<file path="config.mk">
export PLATFORM = sky130hd
export DESIGN_NAME = bit_subtractor_seq
export DESIGN_NICKNAME = d
export VERILOG_FILES = /design/src/rtl/gb80_alu_pkg.sv /design/src/rtl/slice_subtractor.sv /design/src/rtl/bit_subtractor_seq.sv
export SDC_FILE = /design/constraint.sdc
export NUM_CORES = 1
export LEC_CHECK = 0
export ABC_AREA = 1
export BUFFER_PORTS_ARGS = -buffer_cell sky130_fd_sc_hd__buf_2
export CORE_MARGIN = 4
export CORE_UTILIZATION = 50
export CTS_CLUSTER_DIAMETER = 60
export DETAILED_ROUTE_END_ITERATION = 7
export GPL_TIMING_DRIVEN = 0
export PLACE_DENSITY_LB_ADDON = 0.15
export SETUP_SLACK_MARGIN = 0.1
export SLEW_MARGIN = 20
export SYNTH_ARGS = -nofsm -noshare
export SYNTH_HDL_FRONTEND = slang
export SYNTH_SLANG_ARGS = --single-unit
export TNS_END_PERCENT = 30
</file>
<file path="constraint.sdc">
create_clock -name i_clk -period 2.2 [get_ports i_clk]
set_input_delay 0.11 -clock i_clk [delete_from_list [all_inputs] [get_ports i_clk]]
set_output_delay 0.11 -clock i_clk [all_outputs]
set_load 0.005 [all_outputs]
</file>
<file path="src/rtl/gb80_alu_pkg.sv">
// ----------------------------------------------------------------------------
// gb80_alu_pkg
// This package holds the declarations shared by the GB80 ALU datapath blocks.
//   - Sequencer state codes (S_IDLE, S_RUN, S_DONE) and the enum built on them.
//   - Bit positions of the Z/N/H/C flags in the GB80 F register.
//   - A helper that sizes a counter so it is never narrower than one bit.
// ----------------------------------------------------------------------------
package gb80_alu_pkg;

    localparam logic [1:0] S_IDLE = 2'd0;
    localparam logic [1:0] S_RUN  = 2'd1;
    localparam logic [1:0] S_DONE = 2'd2;

    typedef enum logic [1:0] {
        ST_IDLE = S_IDLE,
        ST_RUN  = S_RUN,
        ST_DONE = S_DONE
    } alu_state_e;

    localparam int FLAG_Z = 7;
    localparam int FLAG_N = 6;
    localparam int FLAG_H = 5;
    localparam int FLAG_C = 4;

    // Width of a counter that must hold the values 0 .. n-1.
    function automatic int count_width(input int n);
        return (n > 1) ? $clog2(n) : 1;
    endfunction

endpackage

</file>
<file path="src/rtl/slice_subtractor.sv">
// ----------------------------------------------------------------------------
// slice_subtractor
// This is a purely combinational subtractor that handles one SLICE_WIDTH-bit slice.
// It computes {borrow_out, diff} = a - b - borrow_in as a SLICE_WIDTH+1 bit
// two's-complement result. The top bit of that result is the borrow.
// Ports:
//   a, b        [SLICE_WIDTH-1:0]  minuend / subtrahend slice
//   borrow_in   1                  borrow into the slice LSB
//   diff        [SLICE_WIDTH-1:0]  difference slice
//   borrow_out  1                  borrow out of the slice MSB
// ----------------------------------------------------------------------------
module slice_subtractor #(
    parameter int SLICE_WIDTH = 4
) (
    input  logic [SLICE_WIDTH-1:0] a,
    input  logic [SLICE_WIDTH-1:0] b,
    input  logic                   borrow_in,
    output logic [SLICE_WIDTH-1:0] diff,
    output logic                   borrow_out
);

    logic [SLICE_WIDTH:0] wide_diff;

    // Zero-extend the operands by one bit. The extra bit goes to 1 when the
    // subtraction wraps below zero, so it is the borrow.
    assign wide_diff  = {1'b0, a} - {1'b0, b} - {{SLICE_WIDTH{1'b0}}, borrow_in};
    assign diff       = wide_diff[SLICE_WIDTH-1:0];
    assign borrow_out = wide_diff[SLICE_WIDTH];

endmodule

</file>
<file path="src/rtl/bit_subtractor_seq.sv">
// ----------------------------------------------------------------------------
// bit_subtractor_seq
// This is a multi-cycle subtractor. It computes A - B - borrow_in one slice
// per clock, starting at the LSB.
// It also produces the GB80 flags C (borrow out of the MSB), H (borrow out of
// bit 3) and Z (difference is zero).
// Sequence: IDLE -> RUN (N slices) -> DONE -> IDLE, where N = DATA_WIDTH/SLICE_WIDTH.
// o_valid pulses for one cycle after the DONE edge.
//
// Optional feature, enabled by the macro GB80_SUB_COMPARE_EN:
//   The macro adds the input i_compare, which is captured on accept.
//   When it is set, the flags are computed from the true difference, but
//   o_diff is reloaded with the captured minuend (CP semantics).
//
// Ports:
//   i_clk, i_rst_n          clock (rising edge) / async active-low reset
//   i_start                 request, accepted only while o_ready=1
//   i_data_A, i_data_B      operands [DATA_WIDTH-1:0], captured on accept
//   i_borrow_in             borrow into bit 0, captured on accept
//   i_compare               (GB80_SUB_COMPARE_EN only) compare mode
//   o_ready                 high in IDLE
//   o_valid                 one-cycle result-final pulse
//   o_diff                  difference, held until next accept
//   o_borrow_out            C flag
//   o_half_borrow           H flag
//   o_zero                  Z flag
// ----------------------------------------------------------------------------
module bit_subtractor_seq
    import gb80_alu_pkg::*;
#(
    parameter int DATA_WIDTH  = 8,
    parameter int SLICE_WIDTH = 4
) (
    input  logic                  i_clk,
    input  logic                  i_rst_n,
    input  logic                  i_start,
    input  logic [DATA_WIDTH-1:0] i_data_A,
    input  logic [DATA_WIDTH-1:0] i_data_B,
    input  logic                  i_borrow_in,
`ifdef GB80_SUB_COMPARE_EN
    input  logic                  i_compare,
`endif
    output logic                  o_ready,
    output logic                  o_valid,
    output logic [DATA_WIDTH-1:0] o_diff,
    output logic                  o_borrow_out,
    output logic                  o_half_borrow,
    output logic                  o_zero
);

    localparam int N       = DATA_WIDTH / SLICE_WIDTH;
    localparam int CW      = count_width(N);
    // This is the index of the slice whose MSB is bit 3. SLICE_WIDTH is
    // always 1, 2 or 4, so it divides 4 evenly.
    localparam int H_SLICE = 4 / SLICE_WIDTH - 1;

    localparam logic [CW-1:0] CNT_LAST = CW'(N - 1);
    localparam logic [CW-1:0] CNT_H    = CW'(H_SLICE);

    alu_state_e state_reg, state_next;

    logic [CW-1:0]         cnt_reg;
    logic [DATA_WIDTH-1:0] a_reg;
    logic [DATA_WIDTH-1:0] b_reg;
    logic                  borrow_reg;
    logic [DATA_WIDTH-1:0] diff_reg;
    logic                  c_reg;
    logic                  h_reg;
    logic                  z_reg;
    logic                  valid_reg;
`ifdef GB80_SUB_COMPARE_EN
    logic                  compare_reg;
`endif

    // Split the captured operands into slices so the single slice
    // subtractor can be fed by a plain array index.
    logic [SLICE_WIDTH-1:0] a_slices [N];
    logic [SLICE_WIDTH-1:0] b_slices [N];

    for (genvar gi = 0; gi < N; gi++) begin : g_slice
        assign a_slices[gi] = a_reg[gi*SLICE_WIDTH +: SLICE_WIDTH];
        assign b_slices[gi] = b_reg[gi*SLICE_WIDTH +: SLICE_WIDTH];
    end

    logic [SLICE_WIDTH-1:0] slice_diff;
    logic                   slice_borrow;

    slice_subtractor #(
        .SLICE_WIDTH(SLICE_WIDTH)
    ) u_slice (
        .a         (a_slices[cnt_reg]),
        .b         (b_slices[cnt_reg]),
        .borrow_in (borrow_reg),
        .diff      (slice_diff),
        .borrow_out(slice_borrow)
    );

    // Next-state logic
    always_comb begin
        state_next = state_reg;
        unique case (state_reg)
            ST_IDLE: if (i_start)              state_next = ST_RUN;
            ST_RUN:  if (cnt_reg == CNT_LAST)  state_next = ST_DONE;
            ST_DONE:                           state_next = ST_IDLE;
            default:                           state_next = ST_IDLE;
        endcase
    end

    always_ff @(posedge i_clk or negedge i_rst_n) begin
        if (!i_rst_n) begin
            state_reg <= ST_IDLE;
        end else begin
            state_reg <= state_next;
        end
    end

    // Datapath and flags
    always_ff @(posedge i_clk or negedge i_rst_n) begin
        if (!i_rst_n) begin
            cnt_reg     <= '0;
            a_reg       <= '0;
            b_reg       <= '0;
            borrow_reg  <= 1'b0;
            diff_reg    <= '0;
            c_reg       <= 1'b0;
            h_reg       <= 1'b0;
            z_reg       <= 1'b0;
            valid_reg   <= 1'b0;
`ifdef GB80_SUB_COMPARE_EN
            compare_reg <= 1'b0;
`endif
        end else begin
            valid_reg <= 1'b0;
            unique case (state_reg)
                ST_IDLE: begin
                    if (i_start) begin
                        a_reg       <= i_data_A;
                        b_reg       <= i_data_B;
                        borrow_reg  <= i_borrow_in;
                        diff_reg    <= '0;
                        cnt_reg     <= '0;
`ifdef GB80_SUB_COMPARE_EN
                        compare_reg <= i_compare;
`endif
                    end
                end
                ST_RUN: begin
                    diff_reg[cnt_reg*SLICE_WIDTH +: SLICE_WIDTH] <= slice_diff;
                    borrow_reg <= slice_borrow;
                    if (cnt_reg == CNT_H) begin
                        h_reg <= slice_borrow;
                    end
                    cnt_reg <= cnt_reg + 1'b1;
                end
                ST_DONE: begin
                    c_reg     <= borrow_reg;
                    // Z is taken from the true difference before any
                    // compare-mode reload of the result register.
                    z_reg     <= (diff_reg == '0);
                    valid_reg <= 1'b1;
`ifdef GB80_SUB_COMPARE_EN
                    if (compare_reg) begin
                        diff_reg <= a_reg;
                    end
`endif
                end
                default: ;
            endcase
        end
    end

    assign o_ready       = (state_reg == ST_IDLE);
    assign o_valid       = valid_reg;
    assign o_diff        = diff_reg;
    assign o_borrow_out  = c_reg;
    assign o_half_borrow = h_reg;
    assign o_zero        = z_reg;

endmodule

</file>
==> impl_summary.md <==
Synth
The count of distinct cell types in the synthesized netlist is 20. By area the synthesized netlist is led by sky130_fd_sc_hd__dfrtp_1, sky130_fd_sc_hd__mux2_4, sky130_fd_sc_hd__nand2_1. The predominant post-synthesis flop cell is sky130_fd_sc_hd__dfrtp_1. Of all flip-flops after synthesis, the portion carrying an async set or reset was 100%. Averaged over all synthesized cells, the footprint is 10.4 um2. The most common cell in the synthesized netlist is sky130_fd_sc_hd__dfrtp_1.

The area of the mapped netlist is 1520 um2. The synthesized instance count is 146. The number of warnings printed during yosys synthesis is 0.

After synthesis, the largest area contributor takes up 52.7% of total cell area. The number of flops mapped to enable cells by yosys is 0. Of all cell types, the one taking the most synthesized area is sky130_fd_sc_hd__dfrtp_1.

Counting instances in the post-synthesis netlist gives the leading cell types as sky130_fd_sc_hd__dfrtp_1, sky130_fd_sc_hd__nand2_1, sky130_fd_sc_hd__inv_1. The synthesis-stage register bit count is 32. The number of nets in the synthesized netlist is 172. Of the synthesized area, sequential elements account for 52.7%.

Timing
Setup repair after global routing left no endpoint under its margin. The final-report hold violation count is 0. Adding up every negative setup slack in the final design gives 0 ns. The share of the clock period used by the worst path is 91.6%.

The count of final max-slew check failures was 0. The final critical delay including setup and external delays is 2.01 ns. Across the routed clock network, the largest skew measured is 0.00965 ns. For the pin with the worst max-slew slack, the measured transition is 0.698 ns. Setup violations remaining at the end of the flow were counted as 0. In this run the tightest slew margin relative to its limit is 53.5%. The maximum clock frequency is 496 MHz.

Power and ir drop
Power spread over the standard cell area amounts to 1610 nW/um2. The static leakage is 1.03 nW. The largest vdd supply drop is 0.863 mV.

Final layout
The diode insertion count for antenna repair is 0. The post-layout utilization of the core is 68.3%. Relative to the synthesized area, the layout overhead comes to 27.3%. Of the cells placed in the final design, the portion with a size suffix greater than 1 is 31.0%. The final net count is 225.

Floorplanning
The die extent in y is 63.1 um. The initial cell density of the core is 53.7%. The area of the die is 3980 um2. The die outline width is 63.1 um. The number of cell rows is 19.

The core footprint is 2830 um2. For this design the top-level I/O count stands at 33.

Global routing
Entering global routing, the biggest net connects 33 pins. Global routing used 16.4% of the available tracks across all layers. The residual overflow from global routing is 0. The initial antenna violation count was 0.

The wire length of the first global-routing pass is 5.04 mm. The via count of the first global-routing pass is 1145.

Clocking
The CTS tree is built. The clock tree root driver cell is sky130_fd_sc_hd__clkbuf_4. The deepest clock path buffer count is 2.

Counting the buffers created by CTS gives 5. After clock tree synthesis, the clock-pin slew on the worst setup and hold paths is 0.10 ns. The clock sink count is 32.

In this run the number of H-tree levels came out at 2. The clock network latency to the later pin of the worst-skew pair is 0.34 ns. The number of setup buffers added after CTS is 0.

Placement
The final weighted congestion in routability-driven placement is 0.809. The number of buffer cells added on primary ports is 32. The detailed placement HPWL is 2.27 mm.

Setup path
The worst setup path is of the reg -> reg kind. The data arrival time of the worst path is 2.24 ns. Among the stages of the critical path, the cell type that occurs most often is sky130_fd_sc_hd__nand2_1. The buffers plus inverters on the worst setup path is 1.

The category of the worst setup path launch point is a flip-flop. For the worst setup path, the data required time is 2.43 ns. The cell with the biggest individual delay on the critical path is sky130_fd_sc_hd__dfrtp_1. The cell family with the largest share of critical-path delay is adder cells. The endpoint type of the worst setup path is a flip-flop.

The critical path goes through buf_6 > nand2_1 > nand2_2 > fa_2 > fa_2 > nand2_1 > nand2_1 > nand3_1 > nand3_1 > o21a_1. In this run the worst path has a maximum fanout of 10. The largest single stage delay on the critical path is 0.41 ns.

Route
In the routed design, unresolved DRC markers number 0. The average routed wire per standard cell is 14.1 um. The number of nets with antenna violations after detailed routing is 0. The routed via count is 1199.

The first-iteration detailed-routing DRC count is 53. The final layout contains routed wiring with a total length of 3.27 mm. The via-per-instance ratio is 5.19. The first detailed-routing pass ran for 4 iterations.

Outcome
The flow ran to the end, and the final reports show no timing, DRC or antenna violations.

Hold path
The tightest min-delay check is of the in -> reg type.

Job
Max-cap violations in this run came to 0.
==> power by group <==
| part | leakage [nW] | total [mW] | internal [mW] | switching, mW |
|---|---|---|---|---|
| clock | 0.0380 | 0.353 | 0.152 | 0.202 |
| combinational | 0.604 | 1.75 | 0.792 | 0.957 |
| sequential | 0.390 | 1.02 | 0.862 | 0.154 |
| total | 1.03 | 3.12 | 1.81 | 1.31 |
==> cell families after synthesis <==
logic type | count (synthesis) | share of synthesized area (%)
AOI/OAI and AO/OA | 15 | 5.60
DFF | 32 | 52.7
muxes | 17 | 14.1
buffers and inverters | 23 | 6.34
xor gates and xnor gates | 1 | 0.577
adders and majority gates | 6 | 5.93
and+or+nand+nor | 52 | 14.7
==> layout by cell type, fill, tap and decap left out, types with 2 or more instances in the layout <==
cell and n:
sky130_fd_sc_hd__nor2_1 9, sky130_fd_sc_hd__nand2_1 26, sky130_fd_sc_hd__buf_2 33, sky130_fd_sc_hd__mux2i_1 3, sky130_fd_sc_hd__buf_6 2, sky130_fd_sc_hd__fa_2 2
sky130_fd_sc_hd__a21oi_1 3, sky130_fd_sc_hd__dfrtp_1 32, sky130_fd_sc_hd__mux2_4 7, sky130_fd_sc_hd__inv_1 20, sky130_fd_sc_hd__o21a_1 2, sky130_fd_sc_hd__ha_1 4
sky130_fd_sc_hd__mux2_2 7, sky130_fd_sc_hd__clkinv_2 2, sky130_fd_sc_hd__dlygate4sd3_1 14, sky130_fd_sc_hd__clkbuf_4 5, sky130_fd_sc_hd__o21ai_0 6, sky130_fd_sc_hd__o22ai_1 4
sky130_fd_sc_hd__nand3_1 13
==> cell type report <==
cell class,instances,area [um2]
buffer,3,27.5
clock buffer,6,51.3
clock inverter,2,10.0
fill,221,896
inverter,20,75.1
multi-input combinational,91,629
sequential,32,801
tap,31,38.8
timing repair buffer,46,300
==> repair_timing <==
action	4_1_cts	5_1_grt
pin swaps	0	2
setup endpoints to repair	2	2
hold endpoints to repair	38	7
hold buffers	7	7
gates resized for setup	2	4
gates cloned	0	0
==> metal layers <==
layer | wire [um] | up-vias | global-route usage [%]
met3 | 183 | 7 | 5.15
met4 | 49 | 0 | 5.79
met5 | 0 | - | 0
met2 | 1760 | 37 | 28.6
met1 | 1270 | 572 | 18.9
li1 | - | 583 | -
==> worst reg2reg max path: cells and delay by family (launching register included) <==
kind	cells	cell delay [ns]
buffers and inverters	1	0.16
and+or+nand+nor	6	0.45
DFF	1	0.41
AOI/OAI and AO/OA	1	0.12
adders and majority gates	2	0.77
==> final timing paths <==
check / start / to / slack, ns / cells after the start
setup / recovery: cnt_reg / o_half_borrow / 0.19 / 10
hold / removal: i_data_A[1] / a_reg[1] / 0.03 / 3
setup reg to reg: cnt_reg / o_half_borrow / 0.19 / 10
hold reg to reg: b_reg[6] / b_reg[6] / 0.52 / 1
max in group asynchronous: i_rst_n / b_reg[7] / 1.40 / 2
min in group asynchronous: i_rst_n / o_diff[1] / 0.34 / 2
==> per-stage QoR <==
step / instance area (um2) / setup slack [ns] / hold WS (ns) / instances / power (mW)
6_report: 1930 / 0.185 / 0.0293 / 231 / 3.12
5_1_grt: 1930 / 0.0803 / 0.0236 / 231 / 3.37
4_1_cts: 1850 / 0.135 / 0.000000194 / 224 / 3.09
3_5_place_dp: 1720 / 0.0316 / 0.198 / 209 / 2.70
3_3_place_gp: 1720 / 0.0594 / 0.178 / 209 / 2.63
2_1_floorplan: 1520 / 0.202 / -0.186 / 146 / 2.25
(Power assumes the default switching activity.)
